<file path="src/rtl/inst_axi_rd_bridge.sv">
// inst_axi_rd_bridge: fetch-side SRAM-like port to AXI AR/R bridge.
// Ports: inst_sram_* (fetch request/response), outst_cnt, proto_err,
//        ar* (AXI read address channel), r* (AXI read data channel).
module inst_axi_rd_bridge #(
    parameter logic [3:0] AR_ID     = 4'd0,
    parameter int         MAX_OUTST = 2
) (
    input  logic        clk,
    input  logic        resetn,
    input  logic        inst_sram_req,
    input  logic        inst_sram_wr,
    input  logic [1:0]  inst_sram_size,
    input  logic [31:0] inst_sram_addr,
    input  logic [3:0]  inst_sram_wstrb,
    input  logic [31:0] inst_sram_wdata,
    output logic        inst_sram_addr_ok,
    output logic        inst_sram_data_ok,
    output logic [31:0] inst_sram_rdata,
    output logic        inst_rerr,
    output logic [1:0]  outst_cnt,
    output logic        proto_err,
    output logic [3:0]  arid,
    output logic [31:0] araddr,
    output logic [7:0]  arlen,
    output logic [2:0]  arsize,
    output logic [1:0]  arburst,
    output logic [1:0]  arlock,
    output logic [3:0]  arcache,
    output logic [2:0]  arprot,
    output logic        arvalid,
    input  logic        arready,
    input  logic [3:0]  rid,
    input  logic [31:0] rdata,
    input  logic [1:0]  rresp,
    input  logic        rlast,
    input  logic        rvalid,
    output logic        rready
);

    localparam logic [0:0] S_IDLE  = 1'b0;
    localparam logic [0:0] S_BUSY  = 1'b1;
    localparam logic [1:0] MAX_CNT = 2'(MAX_OUTST);

    logic [0:0]  state_q, state_d;
    logic [31:0] araddr_q, araddr_d;
    logic [1:0]  size_q, size_d;
    logic [1:0]  cnt_q, cnt_d;
    logic        data_ok_q, data_ok_d;
    logic [31:0] rdata_q, rdata_d;
    logic        rerr_q, rerr_d;
    logic        perr_q, perr_d;

    logic acc;
    logic beat_ok;
    logic beat_stray;

    // Write-side fields, rid and rlast carry no information here.
    logic unused_in;
    assign unused_in = ^{inst_sram_wstrb, inst_sram_wdata, rid, rlast};

    // R is always accepted so a stray beat can never wedge the bus.
    assign rready = 1'b1;

    always_comb begin
        // resetn gating keeps addr_ok low while the bridge is held in reset
        acc = resetn & inst_sram_req & ~inst_sram_wr
            & (~arvalid | arready) & (cnt_q < MAX_CNT);
        beat_ok    = rvalid & rready & (cnt_q != 2'd0);
        beat_stray = rvalid & rready & (cnt_q == 2'd0) & ~arvalid;

        state_d  = state_q;
        araddr_d = araddr_q;
        size_d   = size_q;
        unique case (state_q)
            S_IDLE: begin
                if (acc) begin
                    state_d  = S_BUSY;
                    araddr_d = inst_sram_addr;
                    size_d   = inst_sram_size;
                end
            end
            S_BUSY: begin
                // acc in BUSY implies arready: back-to-back reload
                if (acc) begin
                    araddr_d = inst_sram_addr;
                    size_d   = inst_sram_size;
                end else if (arready) begin
                    state_d = S_IDLE;
                end
            end
            default: state_d = S_IDLE;
        endcase

        cnt_d     = cnt_q + {1'b0, acc} - {1'b0, beat_ok};
        data_ok_d = beat_ok;
        rdata_d   = beat_ok ? rdata : rdata_q;
        rerr_d    = beat_ok ? (rresp != 2'b00) : rerr_q;
        perr_d    = perr_q | beat_stray;
    end

    always_ff @(posedge clk or negedge resetn) begin
        if (!resetn) begin
            state_q   <= S_IDLE;
            araddr_q  <= 32'd0;
            size_q    <= 2'd0;
            cnt_q     <= 2'd0;
            data_ok_q <= 1'b0;
            rdata_q   <= 32'd0;
            rerr_q    <= 1'b0;
            perr_q    <= 1'b0;
        end else begin
            state_q   <= state_d;
            araddr_q  <= araddr_d;
            size_q    <= size_d;
            cnt_q     <= cnt_d;
            data_ok_q <= data_ok_d;
            rdata_q   <= rdata_d;
            rerr_q    <= rerr_d;
            perr_q    <= perr_d;
        end
    end

    assign inst_sram_addr_ok = acc;
    assign inst_sram_data_ok = data_ok_q;
    assign inst_sram_rdata   = rdata_q;
    assign inst_rerr         = rerr_q;
    assign outst_cnt         = cnt_q;
    assign proto_err         = perr_q;

    assign arvalid = (state_q == S_BUSY);
    assign arid    = AR_ID;
    assign araddr  = araddr_q;
    assign arlen   = 8'd0;
    assign arsize  = {1'b0, size_q};
    assign arburst = 2'b01;
    assign arlock  = 2'b00;
    assign arcache = 4'd0;
    assign arprot  = 3'd0;

endmodule

</file>
<file path="config.mk">
export PLATFORM = sky130hd
export DESIGN_NAME = inst_axi_rd_bridge
export DESIGN_NICKNAME = d
export VERILOG_FILES = /design/src/rtl/inst_axi_rd_bridge.sv
export SDC_FILE = /design/constraint.sdc
export NUM_CORES = 1
export LEC_CHECK = 0
export BUFFER_PORTS_ARGS = -buffer_cell sky130_fd_sc_hd__buf_2
export CAP_MARGIN = 0
export CORE_UTILIZATION = 44
export CTS_CLUSTER_DIAMETER = 120
export DETAILED_ROUTE_END_ITERATION = 6
export PLACE_DENSITY_LB_ADDON = 0.2
export SLEW_MARGIN = 20
export SYNTH_ARGS = -nofsm -noshare
export SYNTH_HDL_FRONTEND = slang
export SYNTH_SLANG_ARGS = --single-unit
</file>
<file path="constraint.sdc">
create_clock -name clk -period 4.3 [get_ports clk]
set_input_delay 0.43 -clock clk [delete_from_list [all_inputs] [get_ports clk]]
set_output_delay 0.43 -clock clk [all_outputs]
set_load 0.01 [all_outputs]
</file>
==> results.yml <==
synthesis:
  yosysWarnings: 0
  seq_area_frac_synth: 0.594
  synth.avg_cell_area_sq_um: 16.0
  synth.cell_area_sq_um: 3030
  netlist_instances: 189
  synth_seq_cells: 72
  ys_types: 18
pwr:
  finalPower_mw: 2.72
  leakagePower_nw: 2.12
  peakVddDrop_uv: 322
  p_per_area_nw_per_um2: 692
clock_tree:
  cts.repair.resized: 0
  cts_buffers: 9
  post_cts_buffers: 0
  cts_sinks: 72
  clk_pin_slew_ns: 0.07
  h-tree-depth: 3
  cts_tree: "done"
  clock_latency_ns: 0.33
  clockBufferDepth: 2
  cts-root-buf: "clkbuf_8"
  cts_hold_buf: 0
timing:
  period_minus_slack_ns: 2.52
  finalSetupTns_ns: 0
  clock-skew-final_ns: 0.00808
  finalHoldViolCount: 0
  setup_viol: 0
  final_max_slew_viol_count: 0
  max_freq_mhz: 398
  rsz0062_at_grt: "no"
  relSlewSlack: 0.409
  fin_crit_sh: 0.585
  tightest_slew_ns: 0.887
grt:
  grt_pass1_wl_um: 9070
  grt_max_degree: 73
  grt_usage: 0.167
  grt_overflow_total: 0
  first_global_vias: 1927
  antenna_found_initial: 0
critical_path:
  start_kind: "register"
  criticalPathCategory: "reg -> out"
  critPathRequiredTime_ns: 3.87
  critPathMaxFanout: 36
  worstPathArrival_ns: 2.09
  critPathCaptureType: "output port"
floorplan:
  die-width_um: 85.0
  pin_count: 213
  fp-row-count: 29
  dieArea_sq_um: 7230
  initial_core_util: 0.467
  coreArea_sq_um: 6490
  die_h_um: 85.0
final_layout:
  diodes: 0
  syn_to_final_growth_pct: 29.5
  nets: 457
  seq_area_sq_um: 1800
  postLayoutCoreUtil: 0.605
  fillers: 541
  multiInputGateArea_sq_um: 1070
  drive_gt1_frac: 0.672
routing:
  wl_um: 5620
  drc: 0
  dr.first_iter.drc_count: 52
  wire_per_inst_um: 13.3
  viasPerCell: 4.52
  ant_nets: 0
  vias: 1906
  first_pass_iters: 3
placement:
  place.gp.congestion: 0.712
  io_buffer_count: 146
  hpwl_um: 4000
job:
  maxCapViolCount: 0
run_status:
  outcome: "finished clean"
worst_hold_path:
  hold_class: "in -> reg"
[state kept, by name, summed over array words and instances (netlist names)]
name / count
outst_cnt: 2
inst_rerr: 1
proto_err: 1
arvalid: 1
inst_sram_rdata: 32
araddr: 32
inst_sram_data_ok: 1
size_q: 2
[cell usage in the layout, fill, tap and decap left out, types with 2 or more instances in the layout]
cell and n:
buf_2 145, dfrtp_1 72, mux2_2 38, mux2_4 28, conb_1 25, clkbuf_8 11
inv_1 4, buf_4 3, xnor2_1 2, nand2_1 2, ha_1 2, clkinv_2 2
clkbuf_1 2
[cell type report]
class / instances / area share
Timing Repair Buffer: 148 / 0.191
Multi-Input combinational cell: 105 / 0.272
Clock buffer: 13 / 0.0405
Inverter: 4 / 0.00382
Clock inverter: 3 / 0.0102
Tap cell: 77 / 0.0245
Sequential cell: 72 / 0.459
[final timing paths]
check / from / endpoint / slack (ns) / depth (start not counted)
max reg2reg: outst_cnt[1] / outst_cnt[1] / 2.19 / 6
min in group asynchronous: resetn / araddr[6] / 0.34 / 2
min reg2reg: proto_err / proto_err / 0.48 / 1
max in group asynchronous: resetn / inst_sram_rdata[0] / 3.38 / 2
min: inst_sram_addr[13] / araddr[13] / 0.32 / 2
max: outst_cnt[1] / inst_sram_addr_ok / 1.78 / 4
[routing by layer]
metal  GRT usage  vias up  wire [um]
li1            -      886          -
met1       0.198      906       2290
met2       0.275      102       2720
met3      0.0477       12        485
met4      0.0894        0        128
met5           0        -          0
[synth_stat cells (all sizes together)]
library cell	count	share of area
conb	2	0.0025
inv	4	0.0049
xnor2	2	0.0058
nor4b	1	0.0029
nor2	2	0.0033
buf	31	0.080
nand2b	1	0.0021
mux2	66	0.28
o21ai	2	0.0045
nand2	2	0.0025
dfrtp	72	0.59
ha	2	0.0082
nand4	1	0.0070
or2	1	0.0021
[power breakdown]
part	switching, mW	total (mW)	internal, mW
registers	0.165	1.16	0.992
clock network	0.230	0.529	0.298
logic	0.450	1.03	0.583
[worst max-delay path, stage by stage, from the launching register on]
cell     delay [ns]
dfrtp_1        0.46
nor2_2         0.19
nand4_4        0.66
inv_1          0.26
buf_2          0.17
[kinds of logic (layout without fill, tap and decap cells)]
logic type,count (synthesis),after routing,synth area share
other cells,2,25,0.00248
simple gates,8,8,0.0198
compound gates,2,2,0.00454
xor+xnor,2,2,0.00578
flops,72,72,0.594
buf+inv,35,168,0.0854
fa+ha+maj,2,2,0.00825
mux,66,66,0.280
[metrics by stage]
step / cells / hold WS (ns) / setup slack, ns / instance area (sq um)
finish: 422 / 0.321 / 1.78 / 3930
global route: 422 / 0.309 / 1.65 / 3930
CTS: 422 / 0.303 / 1.72 / 3930
detailed placement: 406 / 0.464 / 2.08 / 3730
global placement: 406 / 0.454 / 2.10 / 3730
floorplan: 212 / 0.134 / 2.45 / 3120
Power figures use the tool's default switching activity.
